`config.mk`:
```
export PLATFORM = sky130hd
export DESIGN_NAME = id_front
export DESIGN_NICKNAME = d
export VERILOG_FILES = /design/src/rtl/id_front.sv
export SDC_FILE = /design/constraint.sdc
export NUM_CORES = 1
export LEC_CHECK = 0
export ABC_CLOCK_PERIOD_IN_PS = 7100
export CORE_UTILIZATION = 45
export CTS_CLUSTER_SIZE = 12
export DETAILED_ROUTE_END_ITERATION = 8
export HOLD_SLACK_MARGIN = 0.15
export PLACE_DENSITY = 0.87
export SKIP_CTS_REPAIR_TIMING = 1
export SLEW_MARGIN = 20
export SYNTH_ARGS = -nofsm -noshare
export SYNTH_HDL_FRONTEND = slang
export SYNTH_SLANG_ARGS = --single-unit
```
`constraint.sdc`:
```
create_clock -name clk -period 7.1 [get_ports clk]
set_clock_uncertainty 0.1 [all_clocks]
set_input_delay 1.775 -clock clk [delete_from_list [all_inputs] [get_ports clk]]
set_output_delay 1.775 -clock clk [all_outputs]
set_load 0.01 [all_outputs]
```
`src/rtl/id_front.sv`:
```
// Instruction-decode front end: holds the IF/ID latch, resolves branches and jumps
// early, and stalls fetch on load-use and branch-operand hazards.
module id_front (
  input  logic        clk,
  input  logic        rst,
  input  logic [31:0] NPCi,
  input  logic [31:0] IRi,
  input  logic [31:0] PCi,
  input  logic [31:0] rsVal,
  input  logic [31:0] rtVal,
  input  logic        exRegWrite,
  input  logic        exMemRead,
  input  logic [4:0]  exRd,
  output logic        cond,
  output logic [31:0] condNPC,
  output logic        stall,
  output logic [31:0] IRo,
  output logic [31:0] PCo,
  output logic [31:0] NPCo,
  output logic [4:0]  rs,
  output logic [4:0]  rt,
  output logic        idValid
);

  typedef enum logic [1:0] {RUN, HOLD1, HOLD2} state_t;

  state_t      state_q, state_d;
  logic [31:0] ir_q, pc_q, npc_q;
  logic        valid_q;

  logic [5:0]  op;
  logic        is_beq, is_bne, is_j, is_jal, is_jr, is_branch, is_ctrl;
  logic        rs_hit, rt_hit, load_use, branch_haz, taken;
  logic [31:0] br_target, j_target;

  assign op        = ir_q[31:26];
  assign rs        = ir_q[25:21];
  assign rt        = ir_q[20:16];
  assign is_beq    = (op == 6'h04);
  assign is_bne    = (op == 6'h05);
  assign is_j      = (op == 6'h02);
  assign is_jal    = (op == 6'h03);
  assign is_jr     = (op == 6'h00) && (ir_q[5:0] == 6'h08);
  assign is_branch = is_beq || is_bne;
  assign is_ctrl   = is_branch || is_j || is_jal || is_jr;

  // $0 is hardwired, so a producer targeting it never blocks a consumer.
  assign rs_hit = (exRd != 5'd0) && (exRd == rs);
  assign rt_hit = (exRd != 5'd0) && (exRd == rt);

  assign load_use   = !is_ctrl && exMemRead && (rs_hit || rt_hit);
  assign branch_haz = exRegWrite && ((is_branch && (rs_hit || rt_hit)) || (is_jr && rs_hit));

  assign br_target = npc_q + {{14{ir_q[15]}}, ir_q[15:0], 2'b00};
  assign j_target  = {npc_q[31:28], ir_q[25:0], 2'b00};

  always_comb begin
    // NOTE: every always_comb output gets a default first so no path infers a latch.
    state_d = state_q;
    stall   = 1'b0;
    case (state_q)
      RUN: begin
        if (branch_haz) begin
          stall   = 1'b1;
          state_d = exMemRead ? HOLD2 : HOLD1;
        end else if (load_use) begin
          stall = 1'b1;
        end
      end
      HOLD2:   begin stall = 1'b1; state_d = HOLD1; end
      HOLD1:   state_d = RUN;
      default: state_d = RUN;
    endcase
  end

  always_comb begin
    taken   = is_j || is_jal || is_jr ||
              (is_beq && (rsVal == rtVal)) || (is_bne && (rsVal != rtVal));
    cond    = !stall && taken;
    condNPC = 32'h0;
    if (cond) begin
      if (is_branch)  condNPC = br_target;
      else if (is_jr) condNPC = rsVal;
      else            condNPC = j_target;
    end
  end

  // A stalled decode hands a bubble to EX while the latch keeps the instruction.
  assign IRo     = stall ? 32'h0 : ir_q;
  assign PCo     = stall ? 32'h0 : pc_q;
  assign NPCo    = stall ? 32'h0 : npc_q;
  assign idValid = !stall && valid_q;

  // NOTE: sequential state uses non-blocking assignments; reset is synchronous, sampled on clk.
  always_ff @(posedge clk) begin
    if (!rst) begin
      state_q <= RUN;
      ir_q    <= 32'h0;
      pc_q    <= 32'h0;
      npc_q   <= 32'h0;
      valid_q <= 1'b0;
    end else begin
      state_q <= state_d;
      if (!stall) begin
        if (cond) begin
          ir_q    <= 32'h0;
          pc_q    <= 32'h0;
          npc_q   <= 32'h0;
          valid_q <= 1'b0;
        end else begin
          ir_q    <= IRi;
          pc_q    <= PCi;
          npc_q   <= NPCi;
          valid_q <= 1'b1;
        end
      end
    end
  end

endmodule

```
# Yosys cells after proc, flatten, opt, wreduce, memory -nomap -nowiden
# Cells that the tools add are included.
# totals
reg_bits	99
latch_bits	0
mem_bits_rw	0
romBits	0
inputBits	169
output_inout_bits	141
memories	0
# op_classes
add_sub_neg	1
multipliers	0
div	0
magnitude_cmp	0
n_eq_ne	11
shift	0
n_mux	16
n_bitwise	0
n_reduce_logical	27
# op_table
operator	n
2-to-1 mux 32 bit	9
adder 32 bit	1
equality test 32 bit	1
!= test 32 bit	1
equality test 6 x 2 -> 1 bit (second input constant)	2
equality test 6 x 3 -> 1 bit (second input constant)	2
logical AND 1 bit	12
equality test 5 bit	2
logical OR 1 bit	10
equality test 6 x 4 -> 1 bit (second input constant)	1
logical NOT 6 bit	1
nonzero test 5 bit	1
2-to-1 mux 2 bit	2
one-hot mux 2 bit (2 select lines)	1
2-to-1 mux 1 bit	3
equality test 2 bit (second input constant)	1
logical NOT 1 bit	2
logical NOT 2 bit	1
!= test 2 bit (second input constant)	1
one-hot mux 1 bit (2 select lines)	1

# Depth between registers and ports, before layout
# depth
ltp_word	14
ltp_mapped	11
depth_no_buf	11

# Worst setup path before layout
# No wires, ideal clock.
# synth_timing
path_type	input -> output
startpoint	input exRd[1]
endpoint	output condNPC[18]
arrival_time_ns	3.820
slack_ns	1.405
stages	9
path_cell_list	or4_1 > nor2_2 > nor2b_1 > a221o_1 > a32o_1 > a21o_1 > buf_4 > buf_2 > a211oi_1
# synth_between
elab_chain_len	11
# synth_rtl
element	line	rtl
start, declared	13	input logic [4:0] exRd,
equality test 5 bit (tied with other cells)	48	assign rs_hit = (exRd != 5'd0) && (exRd == rs);
logical AND 1 bit (on tied branches)	48, 49	
logical OR 1 bit	51, 52	
logical AND 1 bit	52	assign branch_haz = exRegWrite && ((is_branch && (rs_hit || rt_hit)) || (is_jr && rs_hit));
logical OR 1 bit	52	
logical AND 1 bit	52	
2-to-1 mux 1 bit (*)	63	if (branch_haz) begin
one-hot mux 1 bit (2 select lines) (*)	61	case (state_q)
logical NOT 1 bit (*)	-	
logical AND 1 bit (*)	79	cond = !stall && taken;
2-to-1 mux 32 bit (*)	81	if (cond) begin
end, declared	15	output logic [31:0] condNPC,
# Every way passes the cells marked *; elsewhere a longest branch is shown, timed or not.

# Final worst setup path
# layout_timing
startpoint	input exRd[1]
endpoint	output condNPC[26]
# Same word-level chain as after synthesis.

==> results.cfg <==
[yosys]
ys_ff_latch = 99
synth_compound_area_share_pct = 26.3
synth_xor_area_share_pct = 7.67
synth_mux_area_share_pct = 4.53
synth.distinct_cells = 57
netlist_area_sq_mm = 0.00662
synthArstFlopShare_pct = 0
syn_avg_cell_area_sq_um = 8.80
ys_warn_count = 0
synth-edff-count = 0
synthSimpleGateAreaFrac_pct = 19.4
synth_fa_ha_area_share_pct = 5.78
yosys-top-cells-area = dfxtp_1 30%, a22o_1 13%, nor2b_1 9.2%, xor2_1 5.7%, ha_1 5.5%
synthCells = 753
synth_ff_type = dfxtp_1
netlist.top_cell.by_area = dfxtp_1
syn_nets = 952
netlist.area_leader.share_pct = 29.9
synth_top_family_by_area = compound AO/OA/AOI/OAI gates
yosysSeqAreaShare_pct = 29.9

[power]
clkPwrFrac_pct = 28.1
ir_worst_vdd_uv = 145
switching_share_pct = 32.9
power_leakage_nw = 3.97
power_frac_seq_pct = 37.0
netSwitchingPower_w = 0.000586
combPwrFrac_pct = 34.9
intPower_w = 0.00119
powerDensity_mw_per_mm2 = 178

[worst_setup_path]
path_common_cell = clkdlybuf4s50_1
required_ns = 5.22
cp-start-kind = input pin
path_cells = clkdlybuf4s50_1, or4_1, nor2_2, nor2b_1, a221o_1, a32o_4, a21o_1, buf_4, inv_2, o2111a_1, clkdlybuf4s50_1
worst_setup_path_end_kind = output pin
arrival_ns = 5.06
slowest_stage = or4_1
worstSetupPathType = in -> out
crit_family = buffers and inverters
crit_fanout = 9
cpPeakStageDelay_ns = 0.58
cp_num_buf_inv = 4

[clock_network]
cts_htree_levels = 3
numCtsBuffers = 9
cts_tree = done
cts_root_buffer = clkbuf_16
clock_latency_ns = 0.37
clk_pin_slew_ns = 0.07
cts.sink_count = 99
clockBufferDepth = 2

[floorplan]
row_count = 43
dieWidth_um = 123
design.die.area_sq_mm = 0.0152
ioPinCount = 310
core-area_sq_mm = 0.0141
fp.dieH_um = 123
start_util_pct = 47.0

[placed_design]
dp_hpwl_mm = 18.7
place.gp.congestion = 0.931
portBuffers = 309

[routing]
drc = 0
avgViaCountPerCell = 5.74
routedWlPerCell_um = 20.1
drt_iter0_markers = 577
antenna_left = 0
dr.pass1.iters = 5
vias = 6962
drt-total-wl_mm = 24.4

[final_layout]
layout_common_cells = 309 x clkdlybuf4s50_1, 99 x dfxtp_1, 97 x nor2b_1, 96 x a22o_1, 43 x xor2_1
mostFrequentLayoutCell = clkdlybuf4s50_1
nets = 1226
syn2layout_area_growth_pct = 50.9
drive_gt1_share_pct = 3.68
antennaDiodeCount = 0

[global_routing]
grt_overflow = 0
grt_pass1_vias = 6688
grt_pass1_wl_mm = 36.3
antenna_found_initial = 0
grt_max_degree = 97
gr-usage-all-layers_pct = 31.7

[timing]
hold_viol_final = 0
period_share_pct = 97.7
drv_slew = 0
tightest_slew_ns = 1.06
setup_tns_ns = 0
worst_hold_slack_ns = 0.373
rsz0062_at_grt = no
max_freq_mhz = 144
slew-limit-headroom_pct = 29.2
final-setup-viol-count = 0
layout_min_cycle_time_ns = 6.94

[status]
outcome = finished clean

[flow_run]
drv_cap = 0

[hold_path]
hp-class = reg -> reg
## cell usage after synthesis (5+ instances only)
cell / n
nor2_1: 34
nor3_1: 17
xor2_1: 43
buf_6: 12
buf_2: 16
dfxtp_1: 99
a21oi_1: 32
nand3_1: 9
inv_1: 14
nand2_1: 32
o21a_1: 9
buf_4: 11
a21o_1: 8
and3_1: 5
o21ai_0: 22
nand4_1: 6
ha_1: 29
nor2b_1: 97
a211oi_1: 27
xnor2_1: 15
nor4_1: 11
clkbuf_1: 17
a22o_1: 96
o211ai_1: 7
mux2i_1: 30
## flip-flops by register name, indices dropped and copies added, names as in the netlist
name     flops
valid_q      1
pc_q        32
npc_q       32
ir_q        32
state_q      2
## layout make-up
cell class	count	area, sq um
flip-flops and latches	99	1980
multi-input cells	582	4250
well taps	180	225
clock buffers	10	229
clock inverters	6	65.1
inverters	15	56.3
repair buffers	320	3190
fillers	1109	4100
## path summary, 6_finish.rpt
kind	from	to	slack (ns)	cells past startpoint
worst max-delay path	exRd[1]	condNPC[26]	0.16	11
worst min-delay path	pc_q[17]$_SDFFE_PN0N_	pc_q[17]$_SDFFE_PN0N_	0.37	1
worst max register to register	ir_q[1]$_SDFFE_PN0N_	npc_q[12]$_SDFFE_PN0N_	3.11	8
worst min register to register	pc_q[17]$_SDFFE_PN0N_	pc_q[17]$_SDFFE_PN0N_	0.37	1
## logic make-up after synthesis
logic type      after synthesis
xor+xnor                     58
buf+inv                      72
compound gates              231
fa+ha+maj                    30
mux                          30
simple gates                233
flops                        99
## per-stage QoR
stage	total power, W	worst slack [ns]	instances	util [%]	area (sq um)
6_report	0.00178	0.162	1212	70.9	9990
5_1_grt	0.00186	0.0528	1212	70.9	9990
4_1_cts	0.00178	0.0492	1212	70.8	9980
3_5_place_dp	0.00128	0.0547	1196	68.7	9690
2_1_floorplan	0.000975	1.41	753	-	6620
3_3_place_gp	0.00128	0.138	1196	68.7	9690
## layer usage
layer	vias up	share of wire [%]	GRT usage [%]
li1	3309	-	-
met1	3301	41	37.9
met2	308	48	52.4
met3	44	8.1	8.26
met4	0	3.7	15.4
met5	-	0	0
## power groups by stage
stage          Clock (W)  Sequential (W)  Combinational (W)
6_report        0.000500        0.000658           0.000621
5_1_grt         0.000533        0.000663           0.000667
4_1_cts         0.000510        0.000657           0.000618
3_5_place_dp           0        0.000668           0.000614
3_3_place_gp           0        0.000667           0.000609
2_1_floorplan          0        0.000646           0.000329
No activity file was read; power rests on OpenSTA's default activity.
